===== config.mk =====
export PLATFORM = sky130hd
export DESIGN_NAME = cnn_seq_ctrl
export DESIGN_NICKNAME = d
export VERILOG_FILES = /design/src/rtl/cnn_pkg.sv /design/src/rtl/cnn_seq_ctrl_window_addr_gen.sv /design/src/rtl/cnn_seq_ctrl.sv
export SDC_FILE = /design/constraint.sdc
export NUM_CORES = 1
export LEC_CHECK = 0
export CAP_MARGIN = 20
export CORE_MARGIN = 2
export CORE_UTILIZATION = 32
export DETAILED_ROUTE_END_ITERATION = 12
export GPL_TIMING_DRIVEN = 0
export SLEW_MARGIN = 20
export SYNTH_ARGS = -nofsm -noshare
export SYNTH_HDL_FRONTEND = slang
export SYNTH_SLANG_ARGS = --single-unit

===== constraint.sdc =====
create_clock -name clk -period 4 [get_ports clk]
set_input_delay 0.6 -clock clk [delete_from_list [all_inputs] [get_ports clk]]
set_output_delay 0.6 -clock clk [all_outputs]
set_load 0.02 [all_outputs]

===== src/rtl/cnn_pkg.sv =====
// cnn_pkg
// Shared types and constants for the conv2d inference sequencer: the
// sequencer state encoding, image/kernel/output geometry, index widths,
// and a tap-number to (dx, dy) offset helper used by the window address
// generator.
package cnn_pkg;

    localparam int IMG_W    = 8;
    localparam int OUT_W    = 6;
    localparam int KSIZE    = 3;
    localparam int NUM_POS  = OUT_W * OUT_W;   // 36
    localparam int NUM_TAPS = KSIZE * KSIZE;   // 9
    localparam int NUM_PIX  = IMG_W * IMG_W;   // 64

    localparam int ADDR_W   = 6;   // image buffer address
    localparam int TAP_W    = 4;   // kernel tap index 0..8
    localparam int POS_W    = 6;   // output position 0..35
    localparam int COORD_W  = 3;   // output x / y coordinate 0..5
    localparam int RES_W    = 6;   // returned result count 0..36

    typedef enum logic [1:0] {
        ST_LOAD,
        ST_CONV,
        ST_DRAIN,
        ST_DONE
    } state_t;

    // Kernel tap -> {dy, dx}; a lookup keeps the mod/div by 3 out of hardware.
    function automatic logic [3:0] tap_offset(input logic [TAP_W-1:0] tap);
        logic [3:0] r;
        case (tap)
            4'd0:    r = {2'd0, 2'd0};
            4'd1:    r = {2'd0, 2'd1};
            4'd2:    r = {2'd0, 2'd2};
            4'd3:    r = {2'd1, 2'd0};
            4'd4:    r = {2'd1, 2'd1};
            4'd5:    r = {2'd1, 2'd2};
            4'd6:    r = {2'd2, 2'd0};
            4'd7:    r = {2'd2, 2'd1};
            4'd8:    r = {2'd2, 2'd2};
            default: r = '0;
        endcase
        return r;
    endfunction

endpackage


===== src/rtl/cnn_seq_ctrl_window_addr_gen.sv =====
// window_addr_gen
// Purely combinational window address generator. Maps an output position
// (cx, cy) and kernel tap to the image buffer read address of that tap,
// flagging taps that fall outside the image (same-padding border).
// Ports:
//   cx, cy    in  output position coordinates (0..5)
//   tap_idx   in  kernel tap 0..8
//   tap_addr  out image buffer address (0 when padded)
//   tap_pad   out tap lies outside the 8x8 image
module window_addr_gen
    import cnn_pkg::*;
(
    input  logic [COORD_W-1:0] cx,
    input  logic [COORD_W-1:0] cy,
    input  logic [TAP_W-1:0]   tap_idx,
    output logic [ADDR_W-1:0]  tap_addr,
    output logic               tap_pad
);

    logic [1:0]                dx;
    logic [1:0]                dy;
    logic signed [COORD_W+1:0] px;
    logic signed [COORD_W+1:0] py;

    localparam logic signed [COORD_W+1:0] EDGE_MAX = (COORD_W+2)'(IMG_W - 1);

    always_comb begin
        {dy, dx} = tap_offset(tap_idx);
        px = $signed({2'b00, cx}) + $signed({3'b000, dx}) - 5'sd1;
        py = $signed({2'b00, cy}) + $signed({3'b000, dy}) - 5'sd1;
        tap_pad = (px < 5'sd0) || (px > EDGE_MAX) ||
                  (py < 5'sd0) || (py > EDGE_MAX);
        // IMG_W is 8, so py*8+px is a plain bit concatenation.
        tap_addr = tap_pad ? '0 : {py[2:0], px[2:0]};
    end

endmodule


===== src/rtl/cnn_seq_ctrl.sv =====
// cnn_seq_ctrl
// Sequencer for the conv2d inference datapath. LOAD accepts 64 pixels over
// pix_valid/pix_ready and strobes them into the image buffer; CONV walks 36
// output positions x 9 taps driving tap address/pad, accumulate and commit
// controls; DRAIN counts results returning from the post-processing pipe;
// DONE holds until restart.
// Ports:
//   clk, rst_n            clock, async active-low reset
//   ena                   global enable; low freezes counters and state
//   pix_valid/pix_ready   pixel handshake
//   buf_we/buf_waddr      image buffer write strobe / address
//   tap_addr/tap_pad      buffer read address for current tap / zero-pad
//   tap_idx/pos_idx       current kernel tap / output position
//   acc_clr/acc_en/commit MAC controls
//   pipe_valid            result leaving the last pipeline stage
//   restart               DONE -> LOAD pulse
//   busy/done/err         status (err sticky until reset or restart)
module cnn_seq_ctrl
    import cnn_pkg::*;
#(
    parameter int IMG_W     = 8,
    parameter int OUT_W     = 6,
    parameter int KSIZE     = 3,
    parameter int DRAIN_MAX = 15
) (
    input  logic              clk,
    input  logic              rst_n,
    input  logic              ena,
    input  logic              pix_valid,
    output logic              pix_ready,
    output logic              buf_we,
    output logic [ADDR_W-1:0] buf_waddr,
    output logic [ADDR_W-1:0] tap_addr,
    output logic              tap_pad,
    output logic [TAP_W-1:0]  tap_idx,
    output logic [POS_W-1:0]  pos_idx,
    output logic              acc_clr,
    output logic              acc_en,
    output logic              commit,
    input  logic              pipe_valid,
    input  logic              restart,
    output logic              busy,
    output logic              done,
    output logic              err
);

    localparam int IDLE_W = $clog2(DRAIN_MAX + 1);

    localparam logic [ADDR_W-1:0]  LAST_PIX  = ADDR_W'(IMG_W * IMG_W - 1);
    localparam logic [TAP_W-1:0]   LAST_TAP  = TAP_W'(KSIZE * KSIZE - 1);
    localparam logic [POS_W-1:0]   LAST_POS  = POS_W'(OUT_W * OUT_W - 1);
    localparam logic [COORD_W-1:0] LAST_X    = COORD_W'(OUT_W - 1);
    localparam logic [RES_W-1:0]   RES_FULL  = RES_W'(OUT_W * OUT_W);
    localparam logic [IDLE_W-1:0]  IDLE_LAST = IDLE_W'(DRAIN_MAX - 1);

    state_t              state;
    logic [ADDR_W-1:0]   pix_cnt;
    logic [TAP_W-1:0]    tap;
    logic [POS_W-1:0]    pos;
    logic [COORD_W-1:0]  cx;
    logic [COORD_W-1:0]  cy;
    logic [RES_W-1:0]    res_cnt;
    logic [IDLE_W-1:0]   idle_cnt;
    logic                err_q;

    logic                xfer;
    logic [ADDR_W-1:0]   gen_addr;
    logic                gen_pad;

    window_addr_gen u_wag (
        .cx       (cx),
        .cy       (cy),
        .tap_idx  (tap),
        .tap_addr (gen_addr),
        .tap_pad  (gen_pad)
    );

    // rst_n gates pix_ready so nothing is offered while reset is held.
    always_comb begin
        pix_ready = rst_n && ena && (state == ST_LOAD);
        xfer      = pix_valid && pix_ready;
        buf_we    = xfer;
        buf_waddr = pix_cnt;
        acc_en    = ena && (state == ST_CONV);
        acc_clr   = acc_en && (tap == '0);
        commit    = acc_en && (tap == LAST_TAP);
        tap_idx   = tap;
        pos_idx   = pos;
        tap_addr  = (state == ST_CONV) ? gen_addr : '0;
        tap_pad   = (state == ST_CONV) && gen_pad;
        busy      = (state == ST_CONV) || (state == ST_DRAIN);
        done      = (state == ST_DONE);
        err       = err_q;
    end

    always_ff @(posedge clk or negedge rst_n) begin
        if (!rst_n) begin
            state    <= ST_LOAD;
            pix_cnt  <= '0;
            tap      <= '0;
            pos      <= '0;
            cx       <= '0;
            cy       <= '0;
            res_cnt  <= '0;
            idle_cnt <= '0;
            err_q    <= 1'b0;
        end else begin
            // Results are counted outside LOAD regardless of ena; a pulse
            // beyond the full count is an overcount error.
            if ((state != ST_LOAD) && pipe_valid) begin
                if (res_cnt == RES_FULL) begin
                    err_q <= 1'b1;
                end else begin
                    res_cnt <= res_cnt + 1'b1;
                end
            end

            case (state)
                ST_LOAD: begin
                    if (xfer) begin
                        if (pix_cnt == LAST_PIX) begin
                            pix_cnt <= '0;
                            state   <= ST_CONV;
                        end else begin
                            pix_cnt <= pix_cnt + 1'b1;
                        end
                    end
                end

                ST_CONV: begin
                    if (ena) begin
                        if (tap == LAST_TAP) begin
                            tap <= '0;
                            if (pos == LAST_POS) begin
                                pos      <= '0;
                                cx       <= '0;
                                cy       <= '0;
                                idle_cnt <= '0;
                                state    <= ST_DRAIN;
                            end else begin
                                pos <= pos + 1'b1;
                                if (cx == LAST_X) begin
                                    cx <= '0;
                                    cy <= cy + 1'b1;
                                end else begin
                                    cx <= cx + 1'b1;
                                end
                            end
                        end else begin
                            tap <= tap + 1'b1;
                        end
                    end
                end

                ST_DRAIN: begin
                    if (ena) begin
                        if (res_cnt == RES_FULL) begin
                            state <= ST_DONE;
                        end else if (pipe_valid) begin
                            idle_cnt <= '0;
                        end else if (idle_cnt == IDLE_LAST) begin
                            err_q <= 1'b1;
                            state <= ST_DONE;
                        end else begin
                            idle_cnt <= idle_cnt + 1'b1;
                        end
                    end
                end

                ST_DONE: begin
                    // Overrides the result-count update above.
                    if (restart) begin
                        state    <= ST_LOAD;
                        pix_cnt  <= '0;
                        tap      <= '0;
                        pos      <= '0;
                        cx       <= '0;
                        cy       <= '0;
                        res_cnt  <= '0;
                        idle_cnt <= '0;
                        err_q    <= 1'b0;
                    end
                end

                default: state <= ST_LOAD;
            endcase
        end
    end

endmodule


Word level (Yosys, flattened, before mapping)

Memory sizes are Yosys's and may differ from the RTL's.
Cells that the tools add are included.

Register bits after elaboration: 35
Memory bits (read-only): 64
Input bits: 6
Output and inout port bits: 31
Word-level logic and storage cells: 126
Memories: 1

Memory list:

| memory          | depth | width | read ports | clocked after Yosys merged registers in | wr ports | RTL line      | source |
|---|---|---|---|---|---|---|---|
| (no name shown) | 16    | 4     | 1          | 0                                       | 0        | cnn_pkg.sv:31 | `case (tap)` |

$add $sub $neg: 11
Order comparisons: 4
Equal/unequal tests: 21
Mux-type cells: 56
Reduce and logical (&&, ||, !) cells: 24

Operator list:

| cell                                                                  | count |
|---|---|
| 6-bit 2-to-1 mux                                                      | 12 |
| 4-bit 2-to-1 mux                                                      | 10 |
| 3-bit 2-to-1 mux                                                      | 9 |
| 6-bit one-hot mux with 2 select lines                                 | 2 |
| 2-bit 2-to-1 mux                                                      | 10 |
| 6-bit by 1-bit adder with 6-bit output (second input constant)        | 3 |
| 6-bit == test (second input constant)                                 | 3 |
| 3-bit one-hot mux with 2 select lines                                 | 2 |
| 4-bit one-hot mux with 3 select lines                                 | 1 |
| 5-bit by 4-bit > comparator with 1-bit output (second input constant) | 2 |
| 5-bit by 1-bit < comparator with 1-bit output (second input constant) | 2 |
| 2-bit != test (second input constant)                                 | 5 |
| 5-bit by 2-bit subtractor with 5-bit output (second input constant)   | 2 |
| 9-bit AND reduction                                                   | 1 |
| 3-bit by 2-bit adder with 4-bit output                                | 2 |
| 4-bit by 1-bit adder with 4-bit output (second input constant)        | 2 |
| 4-bit == test (second input constant)                                 | 2 |
| 1-bit logical AND                                                     | 8 |
| 2-bit one-hot mux with 4 select lines                                 | 1 |
| 4-bit one-hot mux with 2 select lines                                 | 1 |
| 8-bit AND reduction                                                   | 1 |
| 1-bit 2-to-1 mux                                                      | 7 |
| 3-bit by 1-bit adder with 3-bit output (second input constant)        | 2 |
| 2-bit by 1-bit != test with 1-bit output (second input constant)      | 3 |
| 15 further kinds                                                      | 23 |

Longest topological paths before layout

Gate-level depths: netlist (run 1).
An unclocked memory read counts as a cell.

Depth after elaboration: 9
Depth in mapped cells: 13
Mapped depth without buffers: 13

Cells and area by module

Synthesis (run 1) repeated with hierarchy kept, for this count alone.

Cell total of the unflattened synthesis: 279
Area total of the unflattened synthesis: 2528.7 µm²

By module, submodules not included:

| module          | times used | cells an instance | area each (µm²) | seq. area each (µm²) |
|---|---|---|---|---|
| cnn_seq_ctrl    | 1          | 226               | 2142.1          | 875.8 |
| window_addr_gen | 1          | 53                | 386.6           | 0.0 |

Worst setup path after synthesis (run 1)

OpenSTA, ideal clock, no wires.

Path kind: register to output
Start point: reg tap[1] (netlist: tap_idx[1])
End point: out tap_addr[5]
Arrival: 3.131 ns
Data required time: 3.400 ns
Path slack: 0.269 ns
Cell stages (with the launch flop): 13
Buffers on the path: 0
Cell sequence: dfrtp_1 > inv_1 > ha_1 > inv_1 > mux2i_1 > nor2_1 > ha_1 > fa_1 > inv_1 > ha_1 > nand4_1 > a32o_1 > nor4_1

Longest elaborated chain between the ends: 9
Elaborated cells between the ends (all ways): 14
Those cells by class: 4 x add/sub; 4 x order compare; 2 x mux; 3 x reduce/logical; 1 x memory

RTL lines:

| what                                                                                                           | RTL line                           | source |
|---|---|---|
| from (decl)                                                                                                    | cnn_seq_ctrl.sv:58                 | `logic [TAP_W-1:0] tap;` |
| from (signal assigned)                                                                                         | cnn_seq_ctrl.sv:150                | `tap <= tap + 1'b1;` |
| memory 16 x 4 bit *                                                                                            | -                                  |  |
| 3-bit by 2-bit adder with 4-bit output                                                                         | cnn_seq_ctrl_window_addr_gen.sv:29 | `px = $signed({2'b00, cx}) + $signed({3'b000, dx}) - 5'sd1;` |
| 5-bit by 2-bit subtractor with 5-bit output                                                                    | cnn_seq_ctrl_window_addr_gen.sv:29 |  |
| 5-bit by 1-bit < comparator with 1-bit output or 5-bit by 4-bit > comparator with 1-bit output (tied branches) | cnn_seq_ctrl_window_addr_gen.sv:31 | `tap_pad = (px < 5'sd0) \|\| (px > EDGE_MAX) \|\|` |
| 1-bit logical OR (2 in series)                                                                                 | cnn_seq_ctrl_window_addr_gen.sv:31 |  |
| 1-bit logical OR                                                                                               | cnn_seq_ctrl_window_addr_gen.sv:32 | `(py < 5'sd0) \|\| (py > EDGE_MAX);` |
| 6-bit 2-to-1 mux *                                                                                             | cnn_seq_ctrl_window_addr_gen.sv:34 | `tap_addr = tap_pad ? '0 : {py[2:0], px[2:0]};` |
| 6-bit 2-to-1 mux *                                                                                             | cnn_seq_ctrl.sv:89                 | `tap_addr = (state == ST_CONV) ? gen_addr : '0;` |
| to (decl)                                                                                                      | cnn_seq_ctrl.sv:33                 | `output logic [ADDR_W-1:0] tap_addr,` |

Mark *: on every way between the ends. The rest lies on a longest branch, timed or not.

Final worst setup path (run 1)

Start point: reg tap[1] (netlist: tap_idx[1])
End point: out tap_pad

Longest elaborated chain between the ends: 8
Elaborated cells between the ends (all ways): 13
Those cells by class: 4 x add/sub; 4 x order compare; 4 x reduce/logical; 1 x memory

RTL lines:

| what                                                                                                           | RTL line                           | source |
|---|---|---|
| memory 16 x 4 bit *                                                                                            | -                                  |  |
| 3-bit by 2-bit adder with 4-bit output                                                                         | cnn_seq_ctrl_window_addr_gen.sv:29 |  |
| 5-bit by 2-bit subtractor with 5-bit output                                                                    | cnn_seq_ctrl_window_addr_gen.sv:29 |  |
| 5-bit by 1-bit < comparator with 1-bit output or 5-bit by 4-bit > comparator with 1-bit output (tied branches) | cnn_seq_ctrl_window_addr_gen.sv:31 |  |
| 1-bit logical OR (2 in series)                                                                                 | cnn_seq_ctrl_window_addr_gen.sv:31 |  |
| 1-bit logical OR *                                                                                             | cnn_seq_ctrl_window_addr_gen.sv:32 |  |
| 1-bit logical AND *                                                                                            | cnn_seq_ctrl.sv:90                 | `tap_pad = (state == ST_CONV) && gen_pad;` |
| to (decl)                                                                                                      | cnn_seq_ctrl.sv:34                 | `output logic tap_pad,` |

Marks and branches as above.

==> flow_metrics.py, run 1 <==
metrics = {
    "global_routing": {
        "grt_overflow_total": 0,
        "grt_max_degree": 28,
        "grt_pass1_vias": 2208,
        "grt_pass1_wl_um": 10580,
        "grt_usage_pct": 14.70,
        "antenna_found_initial": 0,
    },
    "synthesis": {
        "ys.flop_type": "dfrtp_1",
        "syn_area_um2": 2600,
        "synth.largest_area_cell": "dfrtp_1",
        "synth_common_cells": "35 x dfrtp_1, 25 x nand2_1, 24 x inv_1",
        "synth_area_leaders": "dfrtp_1 34%, ha_1 11%, o21ai_0 3.7%",
        "synthCells": 293,
        "ys.warnings.count": 0,
        "synth-seq-cells": 35,
        "synth.distinct_cells": 52,
        "postSynthAreaPerCell_um2": 8.874,
        "postSynth.asyncResetShare_pct": 100.0,
        "yosysTopAreaCellShare_pct": 33.69,
        "yosysSeqAreaShare_pct": 33.69,
        "synth_fp_nets": 323,
        "synthMostInstantiatedCell": "dfrtp_1",
        "synth_edf_count": 0,
    },
    "placed_design": {
        "place_ws_ns": -0.1918,
        "port_buffers": 36,
        "hpwl_um": 4509,
        "placed_area_um2": 3103,
        "routabilityCongestion": 0.7702,
    },
    "drt": {
        "dr_total_vias": 2271,
        "postRouteWirelength_um": 6031,
        "viasPerCell": 5.138,
        "drc": 0,
        "drt_first_pass_iters": 4,
        "routedWlPerCell_um": 13.64,
        "drtIter0Drc": 103,
        "final_antenna_net_count": 0,
    },
    "clock_network": {
        "cts-root-buf": "clkbuf_8",
        "insertion_delay_ns": 0.29,
        "cts_tree": "yes",
        "htree_levels": 2,
        "numCtsBuffers": 5,
        "cts_max_path_buffers": 2,
        "clk_pin_slew_ns": 0.08,
        "cts.sink_count": 35,
    },
    "critical_path": {
        "cp-startpoint": "tap_idx[1]$_DFFE_PN0P_",
        "crit_path_end": "tap_pad",
        "reg2reg_depth": 7,
        "cp.arrival_ns": 3.19,
        "r2r_start": "state[1]$_DFFE_PN0P_",
        "critical_path.max_fanout": 7,
        "rrSetupSlack_ns": 1.97,
        "cp-start-kind": "register",
        "critical_path_class": "register to primary output",
        "worstSetupEndpointType": "primary output",
        "r2r-end": "state[1]$_DFFE_PN0P_",
        "required_ns": 3.40,
    },
    "power_and_ir_drop": {
        "netSwitchingFraction_pct": 47.28,
        "p_sw_mw": 1.389,
        "combPwrFrac_pct": 66.7,
        "p_int_mw": 1.549,
        "power_frac_seq_pct": 21.8,
        "max-vdd-ir-drop_v": 0.0002749,
        "total_power_mw": 2.938,
        "clockPowerShare_pct": 11.5,
        "pwr_density_cell_nw_per_um2": 905.3,
        "p_leak_nw": 1.441,
    },
    "timing": {
        "setup_viol": 0,
        "hold_viol": 0,
        "max-slew-margin-rel_pct": 70.07,
        "fin_worst_skew_ns": 0.008098,
        "min_period_over_period_pct": 94.87,
        "fmax_ghz": 0.2635,
        "fin_crit_ns": 3.795,
        "tightest_slew_ns": 0.4427,
        "drv_slew": 0,
        "setup_ws_ns": 0.2053,
    },
    "floorplan": {
        "die_h_um": 94.14,
        "num_rows": 32,
        "die_x_um": 94.14,
        "initial_utilization_pct": 33.30,
        "io_pins": 37,
        "core_um2": 7807,
        "dieArea_um2": 8862,
    },
    "final_layout": {
        "diodes": 0,
        "fin_area_um2": 3246,
        "nets": 369,
        "drive_gt1_share_pct": 11.76,
        "synthToLayoutAreaGrowth_pct": 24.83,
    },
    "hold_path": {
        "min_path_type": "input port to asynchronous set/reset pin",
    },
    "flow_run": {
        "cap_violations": 0,
    },
    "run_status": {
        "status": "complete, no violations",
    },
}
cell type report:
type,instances,area [µm²]
tap,102,127.6
clock inverter,2,35.03
inverter,24,90.09
multi-input combinational,226,1620
timing repair buffer,39,359.1
clock buffer,6,82.58
buffer,8,51.30
fill,764,4562
sequential,35,879.6
how the worst min path moves through the flow:
stage	cells past startpoint	slack (ns)	startpoint	end
after floorplan	0	0.30	rst_n	buf_waddr[0]$_DFFE_PN0P_
after global placement	2	0.53	res_cnt[5]$_DFF_PN0_	res_cnt[5]$_DFF_PN0_
after detailed placement	1	0.50	rst_n	res_cnt[2]$_DFF_PN0_
after CTS	1	0.18	rst_n	res_cnt[0]$_DFF_PN0_
after global routing	1	0.19	rst_n	res_cnt[0]$_DFF_PN0_
final	1	0.18	rst_n	res_cnt[5]$_DFF_PN0_
sequential cells by signal, summed over array words and instances, names as in the netlist:
signal	flops
buf_waddr	6
cx	3
cy	3
err	1
idle_cnt	4
pos_idx	6
res_cnt	6
state	2
tap_idx	4
worst max-delay path, stage by stage (launching register included):
cell and delay [ns]:
dfrtp_2 0.45, inv_2 0.08, ha_4 0.26, inv_1 0.05, mux2i_1 0.14, nor2_1 0.07
ha_1 0.20, fa_1 0.45, inv_1 0.09, ha_1 0.21, nand4_1 0.10, a32o_2 0.32
o21a_1 0.18, dlygate4sd2_1 0.31
cell usage in the layout, fill, tap and decap left out, types with 3 or more instances in the layout:
cell and n:
a21o_1 3, inv_1 23, mux2_2 4, o2111ai_1 3, nand2_1 25, clkbuf_2 6, a22o_1 4, nand2b_1 12
o211ai_1 3, and3_1 5, nor2_1 21, nor3_1 6, xnor2_1 5, mux2i_1 6, o21ai_0 18, nor2b_1 8
nor4_1 6, and2_1 5, a21oi_1 14, clkbuf_8 6, buf_2 3, nand3_1 8, dfrtp_2 3, ha_1 21
nand4_1 3, dfrtp_1 32, xor2_1 3, nor4b_1 5, clkdlybuf4s50_1 28
metal layers:
layer	track usage (%)	wire length (µm)	part of all wire (%)	vias to the layer above
li1	-	-	-	1138
met1	21.15	2947	49	1074
met2	21.90	2707	45	48
met3	2.809	264	4.4	11
met4	5.193	111	1.8	0
met5	0	0	0	-
through the flow:
| step | setup TNS [ns] | util (%) | cells | hold WS (ns) |
|---|---|---|---|---|
| 2_1_floorplan | 0 | - | 293 | 0.3044 |
| 3_3_place_gp | -1.255 | 39.55 | 431 | 0.5271 |
| 3_5_place_dp | -1.019 | 39.74 | 432 | 0.4997 |
| 4_1_cts | 0 | 41.41 | 441 | 0.1792 |
| 5_1_grt | -0.0005242 | 41.57 | 442 | 0.1856 |
| 6_report | 0 | 41.57 | 442 | 0.1795 |
power groups by stage:
stage	Sequential, mW	Combinational (mW)	Clock [mW]
after global routing	0.667	2.19	0.363
after detailed placement	0.646	1.90	0
after CTS	0.642	1.93	0.348
final	0.642	1.96	0.338
after global placement	0.641	1.87	0
after floorplan	0.673	1.30	0
logic make-up after synthesis:
logic type               Yosys count  synth area share [%]
AND/OR/NAND/NOR                  118                 25.17
AO/OA/AOI/OAI                     65                 16.65
flip-flops                        35                 33.69
buffers and inverters             32                 5.294
adder cells (fa/ha/maj)           24                 12.13
multiplexers                      10                 4.042
XOR/XNOR                           9                 3.032
timing repair:
| item | in CTS | in global routing |
|---|---|---|
| resized for setup | 16 | 22 |
| endpoints found under the setup margin | 7 | 7 |
| cloned | 0 | 0 |
| pin swaps | 1 | 0 |
| endpoints found under the hold margin | 0 | 0 |
| hold buffers | 0 | 0 |
| setup buffers | 1 | 1 |
Power figures use the tool's default switching activity.
==> inputs of run 2 (changes only) <==
--- a/config.mk
+++ b/config.mk
@@ -7,9 +7,10 @@
 export LEC_CHECK = 0
 export CAP_MARGIN = 20
 export CORE_MARGIN = 2
-export CORE_UTILIZATION = 32
+export CORE_UTILIZATION = 50
 export DETAILED_ROUTE_END_ITERATION = 12
 export GPL_TIMING_DRIVEN = 0
+export PLACE_DENSITY = 0.74
 export SLEW_MARGIN = 20
 export SYNTH_ARGS = -nofsm -noshare
 export SYNTH_HDL_FRONTEND = slang
==> flow_metrics.py, run 2 (synthesis results as in run 1) <==
metrics = {
    "clock_network": {
        "htree_levels": 2,
        "cts-root-buf": "clkbuf_8",
        "insertion_delay_ns": 0.29,
        "cts.sink_count": 35,
        "numCtsBuffers": 5,
        "cts_max_path_buffers": 2,
        "cts_tree": "yes",
        "clk_pin_slew_ns": 0.08,
    },
    "timing": {
        "hold_ws_ns": 0.1421,
        "drv_slew": 0,
        "fmax_ghz": 0.2641,
        "setup_viol": 0,
        "fin_crit_ns": 3.786,
        "min_period_over_period_pct": 94.65,
        "hold_viol": 0,
        "fin_worst_skew_ns": 0.01218,
        "max-slew-margin-rel_pct": 69.84,
        "tightest_slew_ns": 0.4461,
    },
    "critical_path": {
        "crit_path_end": "tap_addr[4]",
        "path_common_cell": "ha_2",
        "cp.arrival_ns": 3.19,
        "cp-startpoint": "tap_idx[1]$_DFFE_PN0P_",
        "required_ns": 3.40,
        "slowest_delay_ns": 0.46,
        "critical_path.max_fanout": 7,
        "cp-start-kind": "register",
        "crit_chain": "inv_2 -> ha_2 -> inv_1 -> mux2i_1 -> nor2_1 -> ha_2 -> fa_1 -> inv_1 -> ha_2 -> nand4_1 -> a32o_2 -> nor4_1 -> clkbuf_2",
        "r2r-end": "cy[0]$_DFFE_PN0P_",
        "worstSetupEndpointType": "primary output",
        "cp_slowest_cell": "dfrtp_2",
        "r2r_start": "tap_idx[1]$_DFFE_PN0P_",
        "rrSetupSlack_ns": 1.92,
        "reg2reg_depth": 7,
        "critical_path_class": "register to primary output",
    },
    "final_layout": {
        "synthToLayoutAreaGrowth_pct": 23.92,
        "diodes": 0,
        "nets": 373,
        "layout_common_cells": "32 x dfrtp_1, 28 x clkdlybuf4s50_1, 25 x nand2_1",
        "fin_cells": 414,
        "drive_gt1_share_pct": 13.95,
        "fin_area_um2": 3222,
        "mostFrequentLayoutCell": "dfrtp_1",
        "fillers": 460,
    },
    "global_routing": {
        "antenna_found_initial": 0,
        "grt_overflow_total": 0,
        "grt_pass1_vias": 2168,
        "grt_pass1_wl_um": 10270,
        "grt_max_degree": 32,
        "grt_usage_pct": 21.48,
    },
    "power_and_ir_drop": {
        "max-vdd-ir-drop_v": 0.0005409,
        "p_leak_nw": 1.445,
        "pwr_density_cell_nw_per_um2": 912.3,
        "total_power_mw": 2.939,
    },
    "floorplan": {
        "die_h_um": 76.11,
        "initial_utilization_pct": 51.23,
        "dieArea_um2": 5793,
        "num_rows": 26,
        "die_x_um": 76.11,
        "core_um2": 5075,
        "io_pins": 37,
    },
    "hold_path": {
        "min_path_type": "input port to asynchronous set/reset pin",
    },
    "placed_design": {
        "placedCellCount": 400,
        "port_buffers": 36,
        "placed_area_um2": 3063,
        "hpwl_um": 4289,
        "routabilityCongestion": 0.8440,
    },
    "drt": {
        "viasPerCell": 5.560,
        "final_antenna_net_count": 0,
        "dr_total_vias": 2302,
        "postRouteWirelength_um": 5795,
        "drtIter0Drc": 105,
        "drc": 0,
        "drt_first_pass_iters": 4,
        "routedWlPerCell_um": 14.00,
    },
    "flow_run": {
        "cap_violations": 0,
    },
    "run_status": {
        "status": "complete, no violations",
    },
}
==> run 2: cell type report <==
cell class / count / area [µm²] / share of cell area, %
clock buffers: 8 / 100.1 / 3.107
well taps: 70 / 87.58 / 2.718
inverters: 24 / 90.09 / 2.796
plain buffers: 8 / 51.30 / 1.592
repair buffers: 43 / 385.4 / 11.96
multi-input cells: 226 / 1628 / 50.52
flip-flops and latches: 35 / 879.6 / 27.30
==> run 2: what timing repair did <==
action	4_1_cts	5_1_grt
hold buffers	0	0
pin swaps	1	2
setup endpoints to repair	7	7
setup buffers	1	5
resized for setup	16	29
==> run 2: per-layer routing <==
metal | GRT usage [%] | up-vias | wire length [µm]
met1 | 29.24 | 1102 | 2761
met4 | 5.818 | 0 | 82
li1 | - | 1151 | -
met5 | 0 | - | 0
met2 | 35.18 | 40 | 2743
met3 | 4.265 | 9 | 209
==> run 2: worst min-delay path by stage <==
stage / endpoint / slack, ns / cells past startpoint
6_report: pos_idx[4]$_DFFE_PN0P_ / 0.14 / 1
5_1_grt: pos_idx[4]$_DFFE_PN0P_ / 0.14 / 1
4_1_cts: pos_idx[4]$_DFFE_PN0P_ / 0.14 / 1
3_5_place_dp: pos_idx[1]$_DFFE_PN0P_ / 0.46 / 1
3_3_place_gp: res_cnt[5]$_DFF_PN0_ / 0.53 / 2
2_1_floorplan: buf_waddr[0]$_DFFE_PN0P_ / 0.30 / 0
==> run 2: power by group <==
part,internal (mW),switching [mW]
registers,0.482,0.157
clock network,0.157,0.128
logic,0.895,1.12
total,1.53,1.41
==> run 2: worst max-delay path, delay by kind of cell, from the launching register on <==
family	cells	cell delay, ns
AND/OR/NAND/NOR	3	0.45
flip-flops	1	0.46
multiplexers	1	0.07
buffers and inverters	4	0.48
adder cells (fa/ha/maj)	4	1.11
AO/OA/AOI/OAI	1	0.34
==> run 2: stage by stage <==
step	setup slack (ns)	setup TNS [ns]	utilization (%)
after floorplan	0.2689	0	-
after global placement	-0.2841	-0.9932	60.06
after detailed placement	-0.2175	-1.191	60.36
after CTS	0.004864	0	62.57
after global routing	-0.03965	-0.06441	63.49
final	0.2140	0	63.49
==> inputs of run 3 (changes only) <==
--- a/config.mk
+++ b/config.mk
@@ -11,6 +11,7 @@
 export DETAILED_ROUTE_END_ITERATION = 12
 export GPL_TIMING_DRIVEN = 0
 export PLACE_DENSITY = 0.74
+export SKIP_LAST_GASP = 1
 export SLEW_MARGIN = 20
 export SYNTH_ARGS = -nofsm -noshare
 export SYNTH_HDL_FRONTEND = slang
==> results of run 3 <==
Final layout, timing and power as in run 2 (identical DEF).
Among the figures that moved: number of gates resized after CTS 16 -> 14
